===== config.mk =====
export PLATFORM = sky130hd
export DESIGN_NAME = dff_share_arbiter
export DESIGN_NICKNAME = d
export VERILOG_FILES = /design/src/rtl/dff_arb_pkg.sv /design/src/rtl/dff_share_arbiter_dff.sv /design/src/rtl/dff_share_arbiter.sv
export SDC_FILE = /design/constraint.sdc
export NUM_CORES = 1
export LEC_CHECK = 0
export ABC_AREA = 0
export CORE_ASPECT_RATIO = 0.5
export CORE_MARGIN = 2
export CORE_UTILIZATION = 46
export CTS_CLUSTER_DIAMETER = 80
export CTS_CLUSTER_SIZE = 30
export DETAILED_ROUTE_END_ITERATION = 8
export PLACE_DENSITY_LB_ADDON = 0.1
export SLEW_MARGIN = 20
export SYNTH_ARGS = -nofsm -noshare
export SYNTH_HDL_FRONTEND = slang
export SYNTH_SLANG_ARGS = --single-unit

===== constraint.sdc =====
create_clock -name clk -period 8.73 [get_ports clk]
set_input_delay 1.746 -clock clk [delete_from_list [all_inputs] [get_ports clk]]
set_output_delay 1.746 -clock clk [all_outputs]
set_load 0.02 [all_outputs]

===== src/rtl/dff_arb_pkg.sv =====
// dff_arb_pkg: shared types and helpers for dff_share_arbiter.
//   arb_state_e : arbiter FSM states (IDLE, OWNED)
//   pick_t      : round-robin pick result (valid flag + index)
//   rr_pick()   : first set request bit scanning ptr, ptr+1, ... wrapping at n-1
//   idx_w()     : index width for n requesters (at least 1 bit)
package dff_arb_pkg;

    localparam int MAX_N = 16;
    localparam int PTR_W = 4;

    typedef enum logic {
        IDLE  = 1'b0,
        OWNED = 1'b1
    } arb_state_e;

    typedef struct packed {
        logic             valid;
        logic [PTR_W-1:0] idx;
    } pick_t;

    function automatic int idx_w(input int n);
        return (n > 1) ? $clog2(n) : 1;
    endfunction

    // Only the low n bits of req take part; the scan visits each of them once.
    function automatic pick_t rr_pick(input logic [MAX_N-1:0] req,
                                      input logic [PTR_W-1:0] ptr,
                                      input int               n);
        pick_t p;
        int    k;
        p = '0;
        for (int i = 0; i < MAX_N; i++) begin
            if (i < n && !p.valid) begin
                k = int'(ptr) + i;
                if (k >= n) k = k - n;
                if (req[k]) begin
                    p.valid = 1'b1;
                    p.idx   = k[PTR_W-1:0];
                end
            end
        end
        return p;
    endfunction

endpackage


===== src/rtl/dff_share_arbiter_dff.sv =====
// dff: plain WIDTH-bit storage register. The arbiter supplies the full next
// value (including reset and hold), so this is just a flop.
//   clk : clock
//   d   : next value
//   q   : register contents
module dff #(
    parameter int WIDTH = 8
) (
    input  logic             clk,
    input  logic [WIDTH-1:0] d,
    output logic [WIDTH-1:0] q
);

    always_ff @(posedge clk) begin
        q <= d;
    end

endmodule


===== src/rtl/dff_share_arbiter.sv =====
// dff_share_arbiter: round-robin arbiter sequencing burst writes from N
// requesters into one shared WIDTH-bit register.
//   clk, rst  : clock, synchronous active-high reset
//   req/last  : per-requester request and burst-release flag
//   wdata     : per-requester write data, requester i at [i*WIDTH +: WIDTH]
//   gnt       : registered one-hot grant;  busy = |gnt
//   owner     : current (or most recent) owner index
//   q         : shared register contents
//   wr_pulse  : high the cycle after each register write
//   timeout   : (ARB_TIMEOUT_EN only) high the cycle after a forced release
// Optional feature macro: ARB_TIMEOUT_EN (bounds ownership to MAX_HOLD cycles).
module dff_share_arbiter
    import dff_arb_pkg::*;
#(
    parameter int N        = 4,
    parameter int WIDTH    = 8,
    parameter int MAX_HOLD = 16,
    localparam int IDX_W   = idx_w(N)
) (
    input  logic               clk,
    input  logic               rst,
    input  logic [N-1:0]       req,
    input  logic [N-1:0]       last,
    input  logic [N*WIDTH-1:0] wdata,
    output logic [N-1:0]       gnt,
    output logic               busy,
    output logic [IDX_W-1:0]   owner,
    output logic [WIDTH-1:0]   q,
    output logic               wr_pulse
`ifdef ARB_TIMEOUT_EN
    ,
    output logic               timeout
`endif
);

    if (N < 1 || N > MAX_N) begin : g_bad_n
        $error("dff_share_arbiter: N out of range");
    end
    if (MAX_HOLD < 1) begin : g_bad_hold
        $error("dff_share_arbiter: MAX_HOLD must be >= 1");
    end

    arb_state_e       state_q, state_d;
    logic [N-1:0]     gnt_q, gnt_d;
    logic [IDX_W-1:0] owner_q, owner_d;
    logic [IDX_W-1:0] ptr_q, ptr_d;
    logic             wr_pulse_q, wr_pulse_d;
    logic [WIDTH-1:0] q_d;

    logic             write;
    logic             release_own;
    logic             forced;
    logic [MAX_N-1:0] cand;
    logic [IDX_W-1:0] scan_ptr;
    logic [IDX_W-1:0] next_ptr;
    logic [IDX_W-1:0] pick_idx;
    pick_t            pick;

`ifdef ARB_TIMEOUT_EN
    localparam int HOLD_W = $clog2(MAX_HOLD + 1);
    logic [HOLD_W-1:0] hold_q, hold_d;
    logic              timeout_q, timeout_d;
`endif

    always_comb begin
        state_d     = state_q;
        gnt_d       = gnt_q;
        owner_d     = owner_q;
        ptr_d       = ptr_q;
        write       = 1'b0;
        release_own = 1'b0;
        forced      = 1'b0;
        next_ptr    = (int'(owner_q) == N - 1) ? '0 : owner_q + 1'b1;
`ifdef ARB_TIMEOUT_EN
        hold_d      = hold_q;
        forced      = (state_q == OWNED) && req[owner_q] && !last[owner_q] &&
                      (hold_q == HOLD_W'(MAX_HOLD - 1));
`endif

        // In IDLE scan all requests from ptr; on release scan from owner+1
        // with the releasing requester masked, so it can only win later.
        cand          = '0;
        cand[N-1:0]   = req;
        scan_ptr      = ptr_q;
        if (state_q == OWNED) begin
            write       = req[owner_q];
            release_own = !req[owner_q] || last[owner_q] || forced;
            cand[owner_q] = 1'b0;
            scan_ptr    = next_ptr;
        end
        pick     = rr_pick(cand, PTR_W'(scan_ptr), N);
        pick_idx = IDX_W'(pick.idx);

        if (state_q == IDLE || release_own) begin
            if (state_q == OWNED) ptr_d = next_ptr;
            if (pick.valid) begin
                state_d         = OWNED;
                owner_d         = pick_idx;
                gnt_d           = '0;
                gnt_d[pick_idx] = 1'b1;
`ifdef ARB_TIMEOUT_EN
                hold_d          = '0;
`endif
            end else begin
                state_d = IDLE;
                gnt_d   = '0;
            end
        end
`ifdef ARB_TIMEOUT_EN
        else begin
            hold_d = hold_q + 1'b1;
        end
        timeout_d = forced;
`endif

        wr_pulse_d = write;
        q_d = rst   ? '0 :
              write ? wdata[int'(owner_q)*WIDTH +: WIDTH] : q;
    end

    always_ff @(posedge clk) begin
        if (rst) begin
            state_q    <= IDLE;
            gnt_q      <= '0;
            owner_q    <= '0;
            ptr_q      <= '0;
            wr_pulse_q <= 1'b0;
        end else begin
            state_q    <= state_d;
            gnt_q      <= gnt_d;
            owner_q    <= owner_d;
            ptr_q      <= ptr_d;
            wr_pulse_q <= wr_pulse_d;
        end
    end

`ifdef ARB_TIMEOUT_EN
    always_ff @(posedge clk) begin
        if (rst) begin
            hold_q    <= '0;
            timeout_q <= 1'b0;
        end else begin
            hold_q    <= hold_d;
            timeout_q <= timeout_d;
        end
    end
    assign timeout = timeout_q;
`endif

    dff #(.WIDTH(WIDTH)) u_dff (
        .clk (clk),
        .d   (q_d),
        .q   (q)
    );

    assign gnt      = gnt_q;
    assign busy     = |gnt_q;
    assign owner    = owner_q;
    assign wr_pulse = wr_pulse_q;

endmodule

### After elaboration in Yosys (flattened, before gate mapping)

Cells that the tools add are included.

| storage, ports and cells | value |
|---|---|
| bits in registers | 18 |
| bits in latches | 0 |
| bits in writable memories | 0 |
| memory bits (read-only) | 0 |
| bits of input ports | 42 |
| output and inout port bits | 16 |
| word-level logic and storage cells | 80 |
| memories kept | 0 |

| operators by class | value |
|---|---|
| add/subtract/negate cells | 8 |
| multiply operators | 0 |
| div/mod/pow operators | 0 |
| magnitude comparators | 13 |
| eq/ne operators | 1 |
| shift-type cells | 1 |
| muxes and demuxes | 41 |
| bitwise gates (word level) | 3 |
| reductions and logical operators | 7 |

Operator list:

| cell | number |
|---|---|
| $mux 32 | 7 |
| $lt 32x6->1 const B | 4 |
| $mux 5 | 7 |
| $shiftx 32x6->8 | 1 |
| $and 4x16->16 | 1 |
| $bmux 1 s4 | 4 |
| $mux 16 | 1 |
| $not 4->16 | 1 |
| $mux 1 | 15 |
| $sub 3x3->4 const B | 3 |
| $ge 3x3->1 const B | 3 |
| $add 2x2->3 const B | 2 |
| $lt 2x3->1 const B | 2 |
| $lt 2x5->1 const B | 1 |
| $bmux 1 s2 | 2 |
| $demux 1 s2 | 2 |
| $ge 2x1->1 const B | 2 |
| $mux 2 | 2 |
| $mux 4 | 1 |
| $reduce_or 4->1 | 1 |
| $sub 2x3->4 const B | 1 |
| $add 2x1->3 const B | 1 |
| $ge 2x3->1 const B | 1 |
| $add 2x1->2 const B | 1 |
| other kinds (6) | 8 |

### Longest topological paths before layout

| logic depth | value |
|---|---|
| depth after elaboration | 34 |
| gate-level depth with buffers | 13 |
| gate-level depth less buffers | 10 |

### Modules after synthesis

Synthesis repeated with hierarchy kept, for this count alone.

| unflattened totals | value |
|---|---|
| cell total of the unflattened synthesis | 131 |
| area total of the unflattened synthesis | 1308.8 um^2 |

By module, submodules not included:

| module | times used | cells each | area an instance (um^2) |
|---|---|---|---|
| dff_share_arbiter | 1 | 123 | 1148.6 |
| dff | 1 | 8 | 160.2 |

### Least setup slack after synthesis

No wires, ideal clock.

| timing path | value |
|---|---|
| kind | reg2reg |
| start point | register owner_q[0] (netlist: owner[0]) |
| end point | register gnt_q[2] (netlist: gnt[2]) |
| setup time | 67 ps |
| arrival time | 3489 ps |
| required time | 8663 ps |
| slack | 5174 ps |
| stages on the path, launching flop included | 13 |
| path buffers | 3 |
| cells stage by stage | dfxtp_1 buf_4 clkbuf_1 inv_1 ha_1 mux2_2 inv_2 ha_1 buf_2 a211o_1 a221o_1 a2111o_1 a21oi_2 |

| between the ends | value |
|---|---|
| word-level cells in the longest chain between the ends | 22 |
| elaborated cells on any way between the ends | 63 |

RTL lines:

| what | RTL line | RTL |
|---|---|---|
| start: declaration | dff_share_arbiter.sv:45 | `logic [IDX_W-1:0] owner_q, owner_d;` |
| start signal: assignment | dff_share_arbiter.sv:131 | `owner_q <= owner_d;` |
| branches (longest 22 deep; another with $sub 3x3->4) | - |  |
| end signal: assignment | dff_share_arbiter.sv:130 | `gnt_q <= gnt_d;` |
| end: declaration | dff_share_arbiter.sv:44 | `logic [N-1:0] gnt_q, gnt_d;` |

Several ways; the timed one is not identified. The select of a mux whose other input is x is not followed.
A chain may end at the register's enable or synchronous reset.

### Final worst setup path

| timing path | value |
|---|---|
| start point | input req[3] |
| end point | register gnt_q[3] (netlist: gnt[3]) |

| between the ends | value |
|---|---|
| word-level cells in the longest chain between the ends | 17 |
| elaborated cells on any way between the ends | 33 |

RTL lines:

| what | RTL line | RTL |
|---|---|---|
| start: declaration | dff_share_arbiter.sv:22 | `input logic [N-1:0] req,` |
| $and 4x16->16 (no line) | - |  |
| $mux 16 | dff_share_arbiter.sv:85 | `if (state_q == OWNED) begin` |
| $bmux 1 s4 | dff_arb_pkg.sv:36 | `if (req[k]) begin` |
| $mux 1 (not written as such) (2 in a row) | dff_arb_pkg.sv:36 |  |
| $mux 5 (2 in a row) | dff_arb_pkg.sv:36 |  |
| $mux 5 | dff_arb_pkg.sv:33 | `if (i < n && !p.valid) begin` |
| $mux 5 | dff_arb_pkg.sv:36 |  |
| $mux 5 | dff_arb_pkg.sv:33 |  |
| $mux 5 | dff_arb_pkg.sv:36 |  |
| $mux 5 | dff_arb_pkg.sv:33 |  |
| $lt 2x3->1 (not written as such) / $ge 2x1->1 (equally long branches) | dff_share_arbiter.sv:100 | `gnt_d[pick_idx] = 1'b1;` |
| $logic_and 1x1->1 (not written as such) | dff_share_arbiter.sv:100 |  |
| $mux 1 (not written as such) | dff_share_arbiter.sv:100 |  |
| $demux 1 s2 | dff_share_arbiter.sv:100 |  |
| $mux 4 | dff_share_arbiter.sv:96 | `if (pick.valid) begin` |

Parallel ways exist; a longest one is shown, timed or not. The select of a mux whose other input is x is not followed.

==> impl_metrics.py <==
metrics = {
    "outcome": {
        "status": "finished clean",
    },
    "die": {
        "die_area_um2": 3490,
        "die_width_um": 81.57,
        "ioPinCount": 58,
        "rows": 13,
        "start_util_pct": 50.94,
        "die_h_um": 42.79,
        "fp.coreArea_um2": 2716,
    },
    "detailed_routing": {
        "drc": 0,
        "ant_nets": 0,
        "drtIter0Drc": 40,
        "vias": 1337,
        "via_per_inst": 5.838,
        "post_drt_wl_per_cell_um": 15.90,
        "drt_wl_total_mm": 3.642,
        "drt_pre_antenna_iters": 4,
    },
    "worst_setup_path": {
        "endpoint_kind": "flop",
        "reg2reg_from": "owner[0]$_SDFFE_PP0P_",
        "critPathLaunchType": "input pin",
        "rr_worst_depth": 10,
        "r2r_end": "gnt[2]$_SDFFE_PP0N_",
        "crit_type": "input pin to flop",
        "cp.required_ps": 8910,
        "crit_fanout": 6,
        "arrival_ps": 4010,
        "r2r_slack_ps": 5150,
    },
    "finish": {
        "finalInstanceArea_um2": 1987,
        "area_growth_pct": 43.58,
        "n_antenna_cell": 0,
        "final.fill_count": 208,
        "utilization_pct": 73.15,
        "nets": 242,
        "final_layout_size_suffix_gt1_share_pct": 13.54,
    },
    "global_routing": {
        "antenna_found_initial": 0,
        "grt_pass1_vias": 1235,
        "grt_max_degree": 19,
        "grt_first_pass_wirelength_mm": 5.754,
        "grt_usage_pct": 21.52,
        "grt_overflow": 0,
    },
    "run": {
        "cap_violations": 0,
    },
    "sta": {
        "fin_setup_tns_ps": 0,
        "skew_ps": 3.720,
        "finalHoldViolations": 0,
        "finalWorstSetupSlack_ps": 4900,
        "worst_slew_pin_slew_ps": 942.4,
        "setup_viol_count_final": 0,
        "rsz0062_at_grt": "false",
        "min_period_over_period_pct": 43.87,
        "final_max_slew_viol_count": 0,
        "fmax_mhz": 261.1,
        "relSlewSlack_pct": 37.08,
        "min_period_ps": 3830,
    },
    "min_path": {
        "min_path_type": "flop to flop",
        "min_from": "gnt[1]$_SDFFE_PP0N_",
        "whs_endpoint": "gnt[1]$_SDFFE_PP0N_",
        "hold_path_depth": 2,
    },
    "clocking": {
        "cts-buffers-inserted": 3,
        "holdBufCountCts": 0,
        "cts_resized": 0,
        "cts.path.max_buffers": 2,
        "cts-root-buf": "clkbuf_8",
        "cts_tree": "built",
        "clock_latency_ps": 250,
        "post_cts_buffers": 0,
        "clock_sinks": 18,
        "htreeDepth": 1,
        "clk_pin_slew_worst_paths_ps": 60,
    },
    "synthesis": {
        "avgSynthCellArea_um2": 9.814,
        "synthCells": 141,
        "synth.top_cell.area_share_pct": 26.04,
        "syn_nets": 189,
        "seq_area_frac_synth_pct": 26.04,
        "synth_commonest_cells": "dfxtp_1 (18), nor2_1 (15), mux4_2 (11)",
        "yosys_most_used_dff": "dfxtp_1",
        "syn_area_um2": 1384,
        "ys_types": 50,
        "synth.most_common_cell": "dfxtp_1",
        "synth-seq-cells": 18,
        "ys_async_sr_fraction_pct": 0,
        "synth_edf_count": 0,
        "synth_warnings": 0,
        "synth.largest_area_cell": "dfxtp_1",
        "synth.top_cells.by_area": "dfxtp_1 (26%), mux4_2 (18%), mux2i_1 (6.5%)",
    },
    "place": {
        "numPortBuffers": 57,
        "hpwlAfterDp_mm": 2.885,
        "dpl_cell_area_um2": 1946,
        "gp_congestion": 1.027,
        "place_worst_setup_slack_ps": 4657,
    },
    "power_and_ir_drop": {
        "leakagePower_nw": 0.7532,
        "vdd_drop_max_mv": 0.2045,
        "power_mw": 0.6079,
        "powerDensity_nw_per_um2": 306.0,
    },
}
[through the flow]
stage | hold WS (ps) | cells
after detailed placement | 465.3 | 226
after CTS | 473.9 | 229
after floorplan | 500.5 | 141
after global routing | 510.4 | 229
final | 471.4 | 229
after global placement | 455.6 | 226
[flip-flops by register name, indices dropped and copies added (netlist names)]
| register | cells |
|---|---|
| gnt | 4 |
| owner | 2 |
| ptr_q | 2 |
| state_q | 1 |
| u_dff.q | 8 |
| wr_pulse | 1 |
[how the worst max path moves through the flow]
stage / slack, ps / startpoint / endpoint
finish: 4900 / req[3] / gnt[3]$_SDFFE_PP0N_
global placement: 4700 / req[3] / gnt[2]$_SDFFE_PP0N_
floorplan: 5170 / owner[0]$_SDFFE_PP0P_ / gnt[2]$_SDFFE_PP0N_
CTS: 4920 / req[3] / gnt[2]$_SDFFE_PP0N_
detailed placement: 4660 / req[3] / gnt[2]$_SDFFE_PP0N_
global route: 4760 / owner[0]$_SDFFE_PP0P_ / gnt[2]$_SDFFE_PP0N_
[cells by family (layout without fill, tap and decap cells)]
logic type,count (synthesis),count (layout),share of synthesized area [%]
buf+inv,13,64,5.063
compound gates,41,41,22.51
mux,21,21,25.23
simple gates,42,42,15.73
fa+ha+maj,6,6,5.425
flops,18,18,26.04
[layout make-up]
| type | instances | area (µm²) | area share [%] |
|---|---|---|---|
| Timing Repair Buffer | 57 | 570.5 | 28.72 |
| Multi-Input combinational cell | 110 | 953.4 | 47.98 |
| Sequential cell | 18 | 360.3 | 18.14 |
| Clock buffer | 3 | 41.29 | 2.078 |
| Inverter | 4 | 15.01 | 0.7557 |
| Tap cell | 37 | 46.29 | 2.330 |
[worst max-delay path: stages]
cell,delay (ps)
clkdlybuf4s50_1,460
a21boi_1,210
or2_2,360
a211o_1,320
a221o_1,380
a2111o_1,420
a21oi_2,110
[cells in the final DEF, fill, tap and decap left out, types with 4 or more instances in the layout]
cell type	count
dfxtp_1	18
ha_1	6
mux4_2	11
mux2i_1	9
nor2_1	15
clkdlybuf4s50_1	57
a21oi_1	7
nand2_1	9
a21boi_1	4
[power breakdown]
group,internal (mW),leakage [nW],total (mW),switching [mW]
clock,0.0306,0.0216,0.0565,0.0258
combinational,0.205,0.584,0.401,0.196
sequential,0.107,0.148,0.150,0.0426
[routing by layer]
| metal | share of wire (%) | global-route usage (%) | up-vias |
|---|---|---|---|
| met4 | 0.80 | 4.068 | 0 |
| met1 | 45 | 28.39 | 629 |
| met5 | 0 | 0 | - |
| met3 | 11 | 6.596 | 5 |
| li1 | - | - | 647 |
| met2 | 43 | 34.92 | 56 |
Power figures use the tool's default switching activity.
